[config.mk]
export PLATFORM = sky130hd
export DESIGN_NAME = output_deskewer
export DESIGN_NICKNAME = d
export VERILOG_FILES = /design/src/rtl/output_deskewer.sv
export SDC_FILE = /design/constraint.sdc
export NUM_CORES = 1
export LEC_CHECK = 0
export ABC_AREA = 1
export CAP_MARGIN = 20
export CORE_MARGIN = 3
export CORE_UTILIZATION = 35
export CTS_CLUSTER_DIAMETER = 50
export DETAILED_ROUTE_END_ITERATION = 10
export GPL_TIMING_DRIVEN = 0
export PLACE_DENSITY_LB_ADDON = 0.08
export SYNTH_ARGS = -nofsm -noshare
export SYNTH_HDL_FRONTEND = slang
export SYNTH_SLANG_ARGS = --single-unit
[constraint.sdc]
create_clock -name clk -period 1 [get_ports clk]
set_input_delay 0.3 -clock clk [delete_from_list [all_inputs] [get_ports clk]]
set_output_delay 0.3 -clock clk [all_outputs]
set_load 0.05 [all_outputs]
[src/rtl/output_deskewer.sv]
// ============================================================================
// output_deskewer: realigns skewed systolic-array result columns into whole rows
// and tracks per-frame row completion, raising finished and a sticky overflow.
// Revision: 1.0
// ============================================================================
`default_nettype none
`timescale 1ns/1ps

module output_deskewer #(
    parameter int MATRIX_SIZE = 2,
    parameter int DATA_SIZE   = 32
) (
    input  logic                 clk,
    input  logic                 reset,
    input  logic                 enable,
    input  logic                 in_valid,
    input  logic [DATA_SIZE-1:0] in_sum     [MATRIX_SIZE],
    output logic [DATA_SIZE-1:0] result_out [MATRIX_SIZE],
    output logic                 out_valid,
    output logic                 finished,
    output logic                 overflow
);

    localparam int CNT_W = $clog2(MATRIX_SIZE + 1);
    localparam logic [CNT_W-1:0] N_CNT   = CNT_W'(MATRIX_SIZE);
    localparam logic [CNT_W-1:0] CNT_ONE = CNT_W'(1);

    typedef enum logic [1:0] {
        IDLE    = 2'd0,
        COLLECT = 2'd1,
        DONE    = 2'd2
    } state_t;

    state_t               state;
    logic [CNT_W-1:0]     rows_in;
    logic [CNT_W-1:0]     rows_out;
    logic [MATRIX_SIZE-1:0] valid_chain;

    // Column j arrives j cycles late, so it needs j fewer stages; the last
    // stage of every column is the result_out register itself.
    for (genvar j = 0; j < MATRIX_SIZE; j++) begin : g_col
        localparam int DEPTH = MATRIX_SIZE - j;
        logic [DATA_SIZE-1:0] pipe [DEPTH];

        always_ff @(posedge clk or negedge reset) begin
            if (!reset) begin
                for (int i = 0; i < DEPTH; i++) pipe[i] <= '0;
            end else if (enable) begin
                pipe[0] <= in_sum[j];
                for (int i = 1; i < DEPTH; i++) pipe[i] <= pipe[i-1];
            end
        end

        assign result_out[j] = pipe[DEPTH-1];
    end

    always_ff @(posedge clk or negedge reset) begin
        if (!reset) begin
            valid_chain <= '0;
        end else if (enable) begin
            valid_chain[0] <= in_valid;
            for (int i = 1; i < MATRIX_SIZE; i++) valid_chain[i] <= valid_chain[i-1];
        end
    end

    assign out_valid = valid_chain[MATRIX_SIZE-1];

    // Out_valid seen in DONE belongs to an overflowed row of the finished
    // frame and is deliberately not counted toward the next frame.
    always_ff @(posedge clk or negedge reset) begin
        if (!reset) begin
            state    <= IDLE;
            rows_in  <= '0;
            rows_out <= '0;
            finished <= 1'b0;
            overflow <= 1'b0;
        end else if (enable) begin
            case (state)
                IDLE: begin
                    if (in_valid) begin
                        state    <= COLLECT;
                        rows_in  <= CNT_ONE;
                        rows_out <= '0;
                    end
                end
                COLLECT: begin
                    if (in_valid) begin
                        if (rows_in == N_CNT) overflow <= 1'b1;
                        else                  rows_in  <= rows_in + CNT_ONE;
                    end
                    if (out_valid) begin
                        rows_out <= rows_out + CNT_ONE;
                        if (rows_out == N_CNT - CNT_ONE) begin
                            state    <= DONE;
                            finished <= 1'b1;
                        end
                    end
                end
                DONE: begin
                    if (in_valid) begin
                        state    <= COLLECT;
                        rows_in  <= CNT_ONE;
                        rows_out <= '0;
                        finished <= 1'b0;
                    end
                end
                default: state <= IDLE;
            endcase
        end
    end

endmodule

`default_nettype wire

# Word-level counts from Yosys, hierarchy flattened
# Index checks and enable logic that the tools add are counted.
[classes] add_sub_neg=2 reduce_logical=9 muxes=14 n_eq_ne=10
[ops] operator="2-bit 2-to-1 mux" n=7
[ops] operator="2-bit one-hot mux with 2 select lines" n=3
[ops] operator="4-bit AND reduction" n=3
[ops] operator="2-bit != test, second input constant" n=5
[ops] operator="5-bit AND reduction" n=2
[ops] operator="2-bit by 1-bit adder with 2-bit output, second input constant" n=2
[ops] operator="2-bit by 1-bit == test with 1-bit output, second input constant" n=2
[ops] operator="2-bit == test, second input constant" n=2
[ops] operator="2-bit nonzero test" n=2
[ops] operator="1-bit 2-to-1 mux" n=3
[ops] operator="2-bit zero test" n=1
[ops] operator="2-bit by 1-bit != test with 1-bit output, second input constant" n=1
[ops] operator="1-bit one-hot mux with 2 select lines" n=1
[ops] operator="2-bit OR reduction" n=1
[totals] register_bits=106

# Depth between registers and ports, before layout
# Gate-level depths: netlist of run 1.
[logic_depth] word_depth=4 ltp_mapped=7

# Least setup slack after synthesis of run 1
# No wires, ideal clock.
[synth_timing] path_type="register to register" startpoint="register valid_chain[1]" endpoint="register rows_out[0]" setup_ps=116 setup_slack_ps=-215 path_buffers=0 stages_incl_launch_ff=8 arrival_time_ps=1098 synth_period_minus_slack_ps=1215 required_time_ps=884 cell_sequence="dfrtp_1 > inv_1 > nand3_1 > nand2_1 > inv_2 > nand2_1 > nand2_1 > nand2_1"
[synth_between] elab_chain_cells=2
[synth_rtl] element="start: declaration" line_no="37" text="logic [MATRIX_SIZE-1:0] valid_chain;"
[synth_rtl] element="start signal: assignment" line_no="59" text="valid_chain <= '0;"
[synth_rtl] element="2-bit != test (no source line)"
[synth_rtl] element="4-bit AND reduction (no source line)"
[synth_rtl] element="end signal: assignment" line_no="92" text="rows_out <= rows_out + CNT_ONE;"
[synth_rtl] element="end: declaration" line_no="36" text="logic [CNT_W-1:0] rows_out;"
# Every way passes these cells.
# A chain may end at the register's enable or synchronous reset.

# Final worst setup path of run 1
[layout_timing] startpoint="register g_col[0].pipe, in the netlist result_out[51]" endpoint="output port result_out[51] (netlist bit)"
[layout_lines] element="start: declaration" line_no="43" text="logic [DATA_SIZE-1:0] pipe [DEPTH];"
[layout_lines] element="end: declaration" line_no="18" text="output logic [DATA_SIZE-1:0] result_out [MATRIX_SIZE],"
# No word-level cell between the ends.

==> results of run 1 <==
[cells by family after synthesis]
kind of cell             count (synthesis)  share of synthesized area (%)
AO/OA/AOI/OAI                           72                           8.45
flip-flops                             106                           60.1
adder cells (fa/ha/maj)                  2                          0.567
AND/OR/NAND/NOR                         96                           8.87
multiplexers                            32                           10.4
buffers and inverters                   90                           11.6
[cell usage in the layout (no fill, tap or decap), types with 3 or more instances in the layout]
cell type and n:
clkbuf_16 9, dfrtp_2 4, a21oi_1 32, nor2_1 33
mux2_4 26, buf_2 9, nand2_1 44, inv_1 35
mux2_2 6, nand2_2 6, clkdlybuf4s50_1 65, buf_4 35
nand3_2 4, buf_6 43, o21ai_0 34, dfrtp_1 102
clkbuf_8 3, buf_8 32, inv_2 3
[sequential cells by signal, summed over array words and instances, names as in the netlist]
register,count
valid_chain,2
g_col.pipe,64
finished,1
overflow,1
result_out,32
rows_in,2
rows_out,2
state,2
[power by group through the flow]
stage,logic (mW),registers [mW],clock network [mW]
floorplan,1.77,5.79,0
global placement,3.58,5.21,0
detailed placement,3.64,5.22,0
CTS,3.93,5.26,3.57
global route,4.38,5.35,3.75
finish,4.08,5.28,3.44
[per-stage QoR]
step	TNS [ps]	utilization [%]	cells	worst slack (ps)
final	-14240	54.2	718	-239
after global routing	-17190	54.2	718	-272
after CTS	-15530	52.9	703	-264
after detailed placement	-47010	49.2	700	-568
after global placement	-520510	49.0	699	-4960
after floorplan	-114	-	398	-31.2
[synthesized netlist by cell type (all sizes together)]
| master | instances |
|---|---|
| clkbuf | 1 |
| or2 | 1 |
| nor2 | 34 |
| inv | 40 |
| nand3b | 2 |
| o21a | 1 |
| nand3 | 7 |
| a21oi | 32 |
| o21ai | 38 |
| ha | 2 |
| mux2 | 32 |
| dfrtp | 106 |
| nand2 | 52 |
| buf | 49 |
| o21bai | 1 |
[routing by layer]
metal,GRT usage (%),wire [µm]
met2,26.2,5390
met3,6.22,724
met5,0,0
met1,20.6,4620
met4,4.62,141
[final cells by class]
cell class	instances	area [µm²]	area share, %
sequential	106	2660	40.3
timing repair buffer	168	1830	27.8
multi-input combinational	202	1320	20.0
clock buffer	12	267	4.04
tap	168	210	3.19
inverter	40	158	2.39
buffer	18	124	1.88
clock inverter	4	25.0	0.380
[final timing paths]
check                                           endpoint                        from  slack, ps
hold reg to reg               valid_chain[1]$_DFFE_PN0P_  valid_chain[0]$_DFFE_PN0P_        480
setup reg to reg                    finished$_DFFE_PN0P_        state[0]$_DFFE_PN0P_        -60
hold / removal             g_col[0].pipe[41]$_DFFE_PN0P_                       reset         -7
min in group clk              valid_chain[0]$_DFFE_PN0P_                      enable        300
max in group asynchronous        rows_out[0]$_DFFE_PN0P_                       reset        270
setup / recovery                          result_out[51]  result_out[51]$_DFFE_PN0P_       -240
[repair_timing]
action,in CTS,in global routing
pin swaps,4,10
gates resized for setup,516,14
setup buffers,19,16
endpoints found under the setup margin,75,75
==> out/results.tsv, run 1 <==
metric	value	unit
firstDrtPassIters	4	
root_buffer	clkbuf_16	
first_global_vias	3386	
vias_per_cell	4.44	
dieArea	14000	µm²
path_depth	1	
worst_pin_slew	670	ps
insertion_delay	350	ps
fin_area	6590	µm²
finalClockSkew	4.78	ps
num_vias	3185	
clk_path_buf_depth	2	
max_stage_delay	420	ps
relSlewSlack	55.3	%
cts_tree	yes	
cts-hold-fix-buffers	0	
final.period_utilization	124	%
grt_setup_unrepaired	true	
core	12200	µm²
synth_area_per_cell	11.1	µm²
yosys_register_bits	106	
clkTransAtPathRegs	70	ps
cts_buffers	9	
switching_power	4.23	mW
fmax	0.807	GHz
p_per_area	1940	nW/µm²
cp_max_fo	2	
clkPwrFrac	26.9	%
hpwl	7400	µm
critPathTopFamily	flip-flops	
netlist_instances	398	
cp-start-kind	flip-flop	
critPathSlowestCell	dfrtp_1	
ys_warn_count	0	
gp_congestion	0.733	
slew_violations	0	
grt_pass1_wl	18000	µm
placementRows	40	
antenna_found_initial	0	
grt.total_usage	16.3	%
total_power	12.8	mW
finalHoldViolCount	27	
synth.distinct_cells	22	
syn_to_final_growth	49.3	%
cp_cell_sequence	buf_8	
antenna_cells	0	
p_int	8.57	mW
syn-cell-area	4410	µm²
detail_route.wl_per_cell	15.1	µm
ir_drop	1300	µV
htree_num_levels	3	
whs	-7.09	ps
critPathArrivalTime	940	ps
nNetsFinal	615	
synth_fp_nets	468	
port_buffers	133	
die_width	118	µm
path_class	flip-flop to output pin	
cts_num_sinks	106	
wl	10900	µm
place_area	5990	µm²
finalSetupViolCount	74	
fillCellCount	1095	
reg2reg_depth	7	
grt_max_degree	58	
period_minus_slack	1240	ps
cp-end-kind	output pin	
drive_above_1_share	35.5	%
ant_nets	0	
sw_frac_of_total	33.0	%
timing.final.ws_setup	-239	ps
sequentialPowerShare	41.2	%
synth_top_cell_area_share	60.1	%
yosysSeqAreaShare	60.1	%
hold_class	input port to async pin	
overflow	0	
leakagePower	3.12	nW
violations	negative hold slack, negative setup slack	
cap_viol_max_count	0	
synth_top_cell_by_area	dfrtp_1	
combPwrFrac	31.9	%
drt_iter0_markers	242	
initial_core_util	36.3	%
crit_buf_inv	1	
crit_required	700	ps
die_h	118	µm
ys_top_cells_by_area	dfrtp_1 60%, mux2_4 8.8%, buf_4 6.1%	
ios	135	
drc	0	
status	finished, violations left	
Note: power is estimated with default switching activity, not from simulation.
==> run 2: changes to the inputs <==
--- a/config.mk
+++ b/config.mk
@@ -13,3 +13,2 @@
 export DETAILED_ROUTE_END_ITERATION = 10
-export GPL_TIMING_DRIVEN = 0
 export PLACE_DENSITY_LB_ADDON = 0.08
--- a/constraint.sdc
+++ b/constraint.sdc
@@ -3,2 +3,2 @@
 set_output_delay 0.3 -clock clk [all_outputs]
-set_load 0.05 [all_outputs]
+set_load 0.005 [all_outputs]
==> run 2 against run 1 <==
Net effect: the flow finishes with violations (negative setup slack); die area did not move; critical endpoint is now result_out[54]; combinational power fell by 33%; register-to-register slack got worse by 40 ps; clock skew fell by 0.81 ps.
==> out/results.tsv, run 2 (synthesis gave the netlist of run 1 again) <==
metric	value	unit	change
cp_max_fo	2		unchanged
timing.final.ws_setup	-167	ps	+72.4 ps
grt_max_degree	30		-48%
period_minus_slack	1170	ps	-72.4 ps
layout.cells.non_filler	733		+2.1%
ios	135		unchanged
p_per_area	1780	nW/µm²	-8.3%
nNetsFinal	633		+2.9%
critPathArrivalTime	870	ps	-70 ps
cts_buffers	9		unchanged
core	12200	µm²	unchanged
cp-start-kind	flip-flop		
insertion_delay	340	ps	about the same
ant_nets	0		unchanged
final_core_util	51.3	%	-2.9 points
firstDrtPassIters	4		unchanged
placed_cells	687		-1.9%
crit_buf_inv	1		unchanged
clkTransAtPathRegs	70	ps	about the same
leakagePower	3.04	nW	-2.5%
total_power	11.1	mW	-13%
cap_viol_max_count	0		unchanged
syn_to_final_growth	41.2	%	
die_h	118	µm	unchanged
grt_pass1_wl	15900	µm	-12%
grt_setup_unrepaired	true		
antenna_cells	0		unchanged
max_stage_delay	400	ps	-20 ps
antenna_found_initial	0		unchanged
clk_path_buf_depth	2		unchanged
cp_cell_sequence	buf_6		
placementRows	40		unchanged
detail_route.wl_per_cell	13.0	µm	-14%
hpwl	6590	µm	-11%
initial_core_util	36.3	%	unchanged
wl	9540	µm	-12%
ir_drop	1120	µV	-14%
slew_violations	0		unchanged
final_common_cell	dfrtp_1		
overflow	0		unchanged
fin_area	6230	µm²	-5.4%
cts_tree	yes		
dieArea	14000	µm²	unchanged
crit_required	700	ps	about the same
regMostFlops	g_col.pipe		
first_global_vias	3209		-5.2%
drc	0		unchanged
fmax	0.857	GHz	+6.2%
final.period_utilization	117	%	-7.2 points
status	finished, violations left		
gp_congestion	0.774		+5.7%
critPathSlowestCell	dfrtp_1		
worst_pin_slew	304	ps	-366 ps
finalHoldViolCount	0		-100%
relSlewSlack	79.7	%	+24 points
cp-end-kind	output pin		
hold_class	input port to async pin		
grt.total_usage	14.2	%	-2.1 points
drive_above_1_share	36.5	%	+1.0 points
finalClockSkew	3.97	ps	-0.812 ps
root_buffer	clkbuf_16		
final_cell_mix	104 x dfrtp_1, 66 x buf_2, 65 x clkdlybuf4s50_1		
num_vias	3110		-2.4%
htree_num_levels	3		unchanged
die_width	118	µm	unchanged
largest_reg_flops	64		unchanged
cts_num_sinks	106		unchanged
finalSetupViolCount	75		+1.4%
drt_iter0_markers	106		-56%
port_buffers	134		+0.75%
vias_per_cell	4.24		-4.4%
path_class	flip-flop to output pin		
place_area	5950	µm²	-0.67%
violations	negative setup slack		
critPathTopFamily	flip-flops		
-- run 2: timing repair --
action | CTS | global route
pin swaps | 7 | 12
resized for setup | 281 | 19
buffers inserted | 16 | 17
hold endpoints to repair | 11 | 0
setup endpoints to repair | 74 | 75
hold buffers | 1 | 0
-- run 2: worst paths after layout --
check                                            from  slack, ps  cells after the start                             to
min in group clk                               enable        390                      3     result_out[55]$_DFFE_PN0P_
setup / recovery           result_out[54]$_DFFE_PN0P_       -170                      1                 result_out[54]
hold / removal                                  reset        390                      2  g_col[0].pipe[34]$_DFFE_PN0P_
setup reg to reg                 state[0]$_DFFE_PN0P_       -100                      7           finished$_DFFE_PN0P_
max in group asynchronous                       reset        160                      3  g_col[0].pipe[48]$_DFFE_PN0P_
hold reg to reg            valid_chain[0]$_DFFE_PN0P_        490                      2     valid_chain[1]$_DFFE_PN0P_
-- run 2: metal layers --
metal,track usage [%],part of all wire [%],vias up,wire [µm]
li1,-,-,1561,-
met1,17.4,43,1465,4060
met5,0,0,-,0
met3,6.60,7.0,7,667
met2,22.6,49,77,4710
met4,4.03,1.0,0,98
-- run 2: final cells by class --
type                    instances  area (µm²)
fillers                      1134        5930
flip-flops and latches        106        2660
repair buffers                204        1620
multi-input cells             202        1330
clock buffers                  13         260
well taps                     168         210
inverters                      40         158
-- run 2: report_power, final --
part	switching (mW)	internal, mW	leakage [nW]	total [mW]
clock	1.43	1.79	0.128	3.22
sequential	0.320	4.84	1.25	5.16
combinational	1.17	1.57	1.66	2.73
-- run 2: through the flow --
step	setup TNS, ps	hold WS, ps	setup slack, ps
5_1_grt	-14030	397	-214
4_1_cts	-11830	369	-194
6_report	-10340	389	-167
3_5_place_dp	-18870	217	-371
2_1_floorplan	-18.3	4.41	-9.13
3_3_place_gp	-18670	216	-359
==> run 3: changes to the inputs <==
Settings changed: CTS_CLUSTER_DIAMETER 50 to unset, GPL_TIMING_DRIVEN set to 0, TNS_END_PERCENT set to 50.
==> run 3 against run 2 <==
Net effect: the run still ends with negative setup slack left; count of clock-buffer cells in the layout is the same; sequential cell count is the same; die area is the same; via count grew 1.4%; first-iteration DRC count grew 74%; largest cell class unchanged.
==> out/results.tsv, run 3 (synthesis gave the netlist of run 1 again) <==
metric	value	unit	change
grt_max_degree	63		+110%
reg2reg_depth	6		-1
crit_buf_inv	1		unchanged
first_global_vias	3279		+2.2%
port_buffers	133		-0.75%
cts_tree	yes		
cp_cell_sequence	buf_2		
ios	135		unchanged
detail_route.wl_per_cell	14.7	µm	+13%
whs	57.3	ps	-332 ps
cts_num_sinks	106		unchanged
gp_congestion	0.708		-8.5%
timing.final.ws_setup	-172	ps	-4.84 ps
hold_class	input port to async pin		
num_vias	3153		+1.4%
relSlewSlack	44.8	%	-35 points
vias_per_cell	4.43		+4.5%
grt_pass1_wl	16900	µm	+6.1%
drive_above_1_share	32.6	%	-3.9 points
worst_pin_slew	827	ps	+523 ps
regMostFlops	g_col.pipe		
core	12200	µm²	unchanged
finalHoldViolCount	0		unchanged
largest_reg_flops	64		unchanged
leakagePower	2.94	nW	-3.2%
die_h	118	µm	unchanged
critPathTopFamily	flip-flops		
r2r_start	rows_in[0]$_DFFE_PN0P_		
grt_use_met2	24.5	%	+1.9 points
fmax	0.854	GHz	-0.41%
clkTransAtPathRegs	70	ps	about the same
ff2ff_setup_slack	-80	ps	+20 ps
met1_usage	19.4	%	+2.0 points
fillCellCount	1178		+3.9%
root_buffer	clkbuf_16		
p_per_area	1770	nW/µm²	-0.78%
violations	negative setup slack		
die_width	118	µm	unchanged
final_common_cell	dfrtp_1		
max_stage_delay	390	ps	about the same
dieArea	14000	µm²	unchanged
initial_core_util	36.3	%	unchanged
groute.layer.met3.usage	6.08	%	-0.53 points
drc	0		unchanged
hpwl	7160	µm	+8.6%
final.period_utilization	117	%	+0.48 points
cap_viol_max_count	0		unchanged
critPathSlowestCell	dfrtp_1		
grt_busiest_layer	met2		
cts-hold-fix-buffers	0		-1
period_minus_slack	1170	ps	+4.84 ps
nNetsFinal	608		-3.9%
path_class	flip-flop to output pin		
slew_violations	0		unchanged
antenna_found_initial	0		unchanged
finalSetupViolCount	74		-1.3%
multi_input_area	1280	µm²	-4.0%
cts_buffers	9		unchanged
wl	10400	µm	+9.4%
critPathArrivalTime	870	ps	about the same
reg2reg_to	rows_in[0]$_DFFE_PN0P_		
finalClockSkew	3.83	ps	-0.138 ps
final_core_util	50.1	%	-1.2 points
overflow	0		unchanged
ir_drop	1240	µV	+11%
cp-end-kind	output pin		
grt_setup_unrepaired	true		
htree_num_levels	3		unchanged
syn_to_final_growth	38.0	%	
clk_path_buf_depth	2		unchanged
ant_nets	0		unchanged
antenna_cells	0		unchanged
grt.total_usage	15.3	%	+1.1 points
drt_iter0_markers	184		+74%
cp_max_fo	2		unchanged
status	finished, violations left		
placementRows	40		unchanged
crit_required	700	ps	about the same
layout.area.seq	2660	µm²	unchanged
insertion_delay	340	ps	about the same
final_cell_mix	104 x dfrtp_1, 65 x clkdlybuf4s50_1, 47 x buf_2, 47 x nand2_1, 35 x inv_1		
firstDrtPassIters	4		unchanged
total_power	10.8	mW	-3.1%
cp-start-kind	flip-flop		
## run 3: layer usage
| layer | wire length, µm | vias to the layer above |
|---|---|---|
| li1 | - | 1521 |
| met5 | 0 | - |
| met2 | 5040 | 90 |
| met3 | 711 | 7 |
| met4 | 103 | 0 |
| met1 | 4580 | 1535 |
## run 3: what timing repair did
| action | in CTS | in global routing |
|---|---|---|
| setup endpoints to repair | 74 | 75 |
| resized for setup | 305 | 7 |
| hold endpoints to repair | 0 | 0 |
| buffers inserted | 19 | 8 |
## run 3: final cells by class
type / count / area share, %
inverter: 40 / 2.51
buffer: 18 / 2.03
sequential: 106 / 43.6
multi-input combinational: 202 / 21.0
timing repair buffer: 161 / 23.1
clock inverter: 3 / 0.247
clock buffer: 13 / 4.11
tap: 168 / 3.45
## run 3: worst reg2reg max path, delay by kind of cell (launching register included)
kind	cells	cell delay, ps
AND/OR/NAND/NOR	3	290
AO/OA/AOI/OAI	1	50
flip-flops	1	400
adder cells (fa/ha/maj)	1	190
buffers and inverters	1	40
## run 3: worst max path at each step
stage / from / cells after the start / slack [ps] / endpoint
after floorplan: rows_out[1]$_DFFE_PN0P_ / 6 / -9 / state[0]$_DFFE_PN0P_
after global placement: reset / 1 / -4520 / state[1]$_DFFE_PN0P_
after detailed placement: in_valid / 5 / -420 / state[1]$_DFFE_PN0P_
after CTS: result_out[62]$_DFFE_PN0P_ / 1 / -200 / result_out[62]
after global routing: result_out[61]$_DFFE_PN0P_ / 1 / -210 / result_out[61]
final: result_out[63]$_DFFE_PN0P_ / 1 / -170 / result_out[63]
## run 3: metrics by stage
step | TNS, ps | cells | area, µm² | setup WS [ps]
global placement | -497220 | 699 | 5960 | -4520
global route | -13760 | 711 | 6090 | -209
detailed placement | -29400 | 700 | 5980 | -422
CTS | -12040 | 703 | 6000 | -201
floorplan | -18.3 | 398 | 4410 | -9.13
finish | -10480 | 711 | 6090 | -172
## run 3: power by group
part           internal (mW)  switching, mW
combinational           1.33          0.997
clock                   1.75           1.50
sequential              4.84          0.354
total                   7.92           2.85
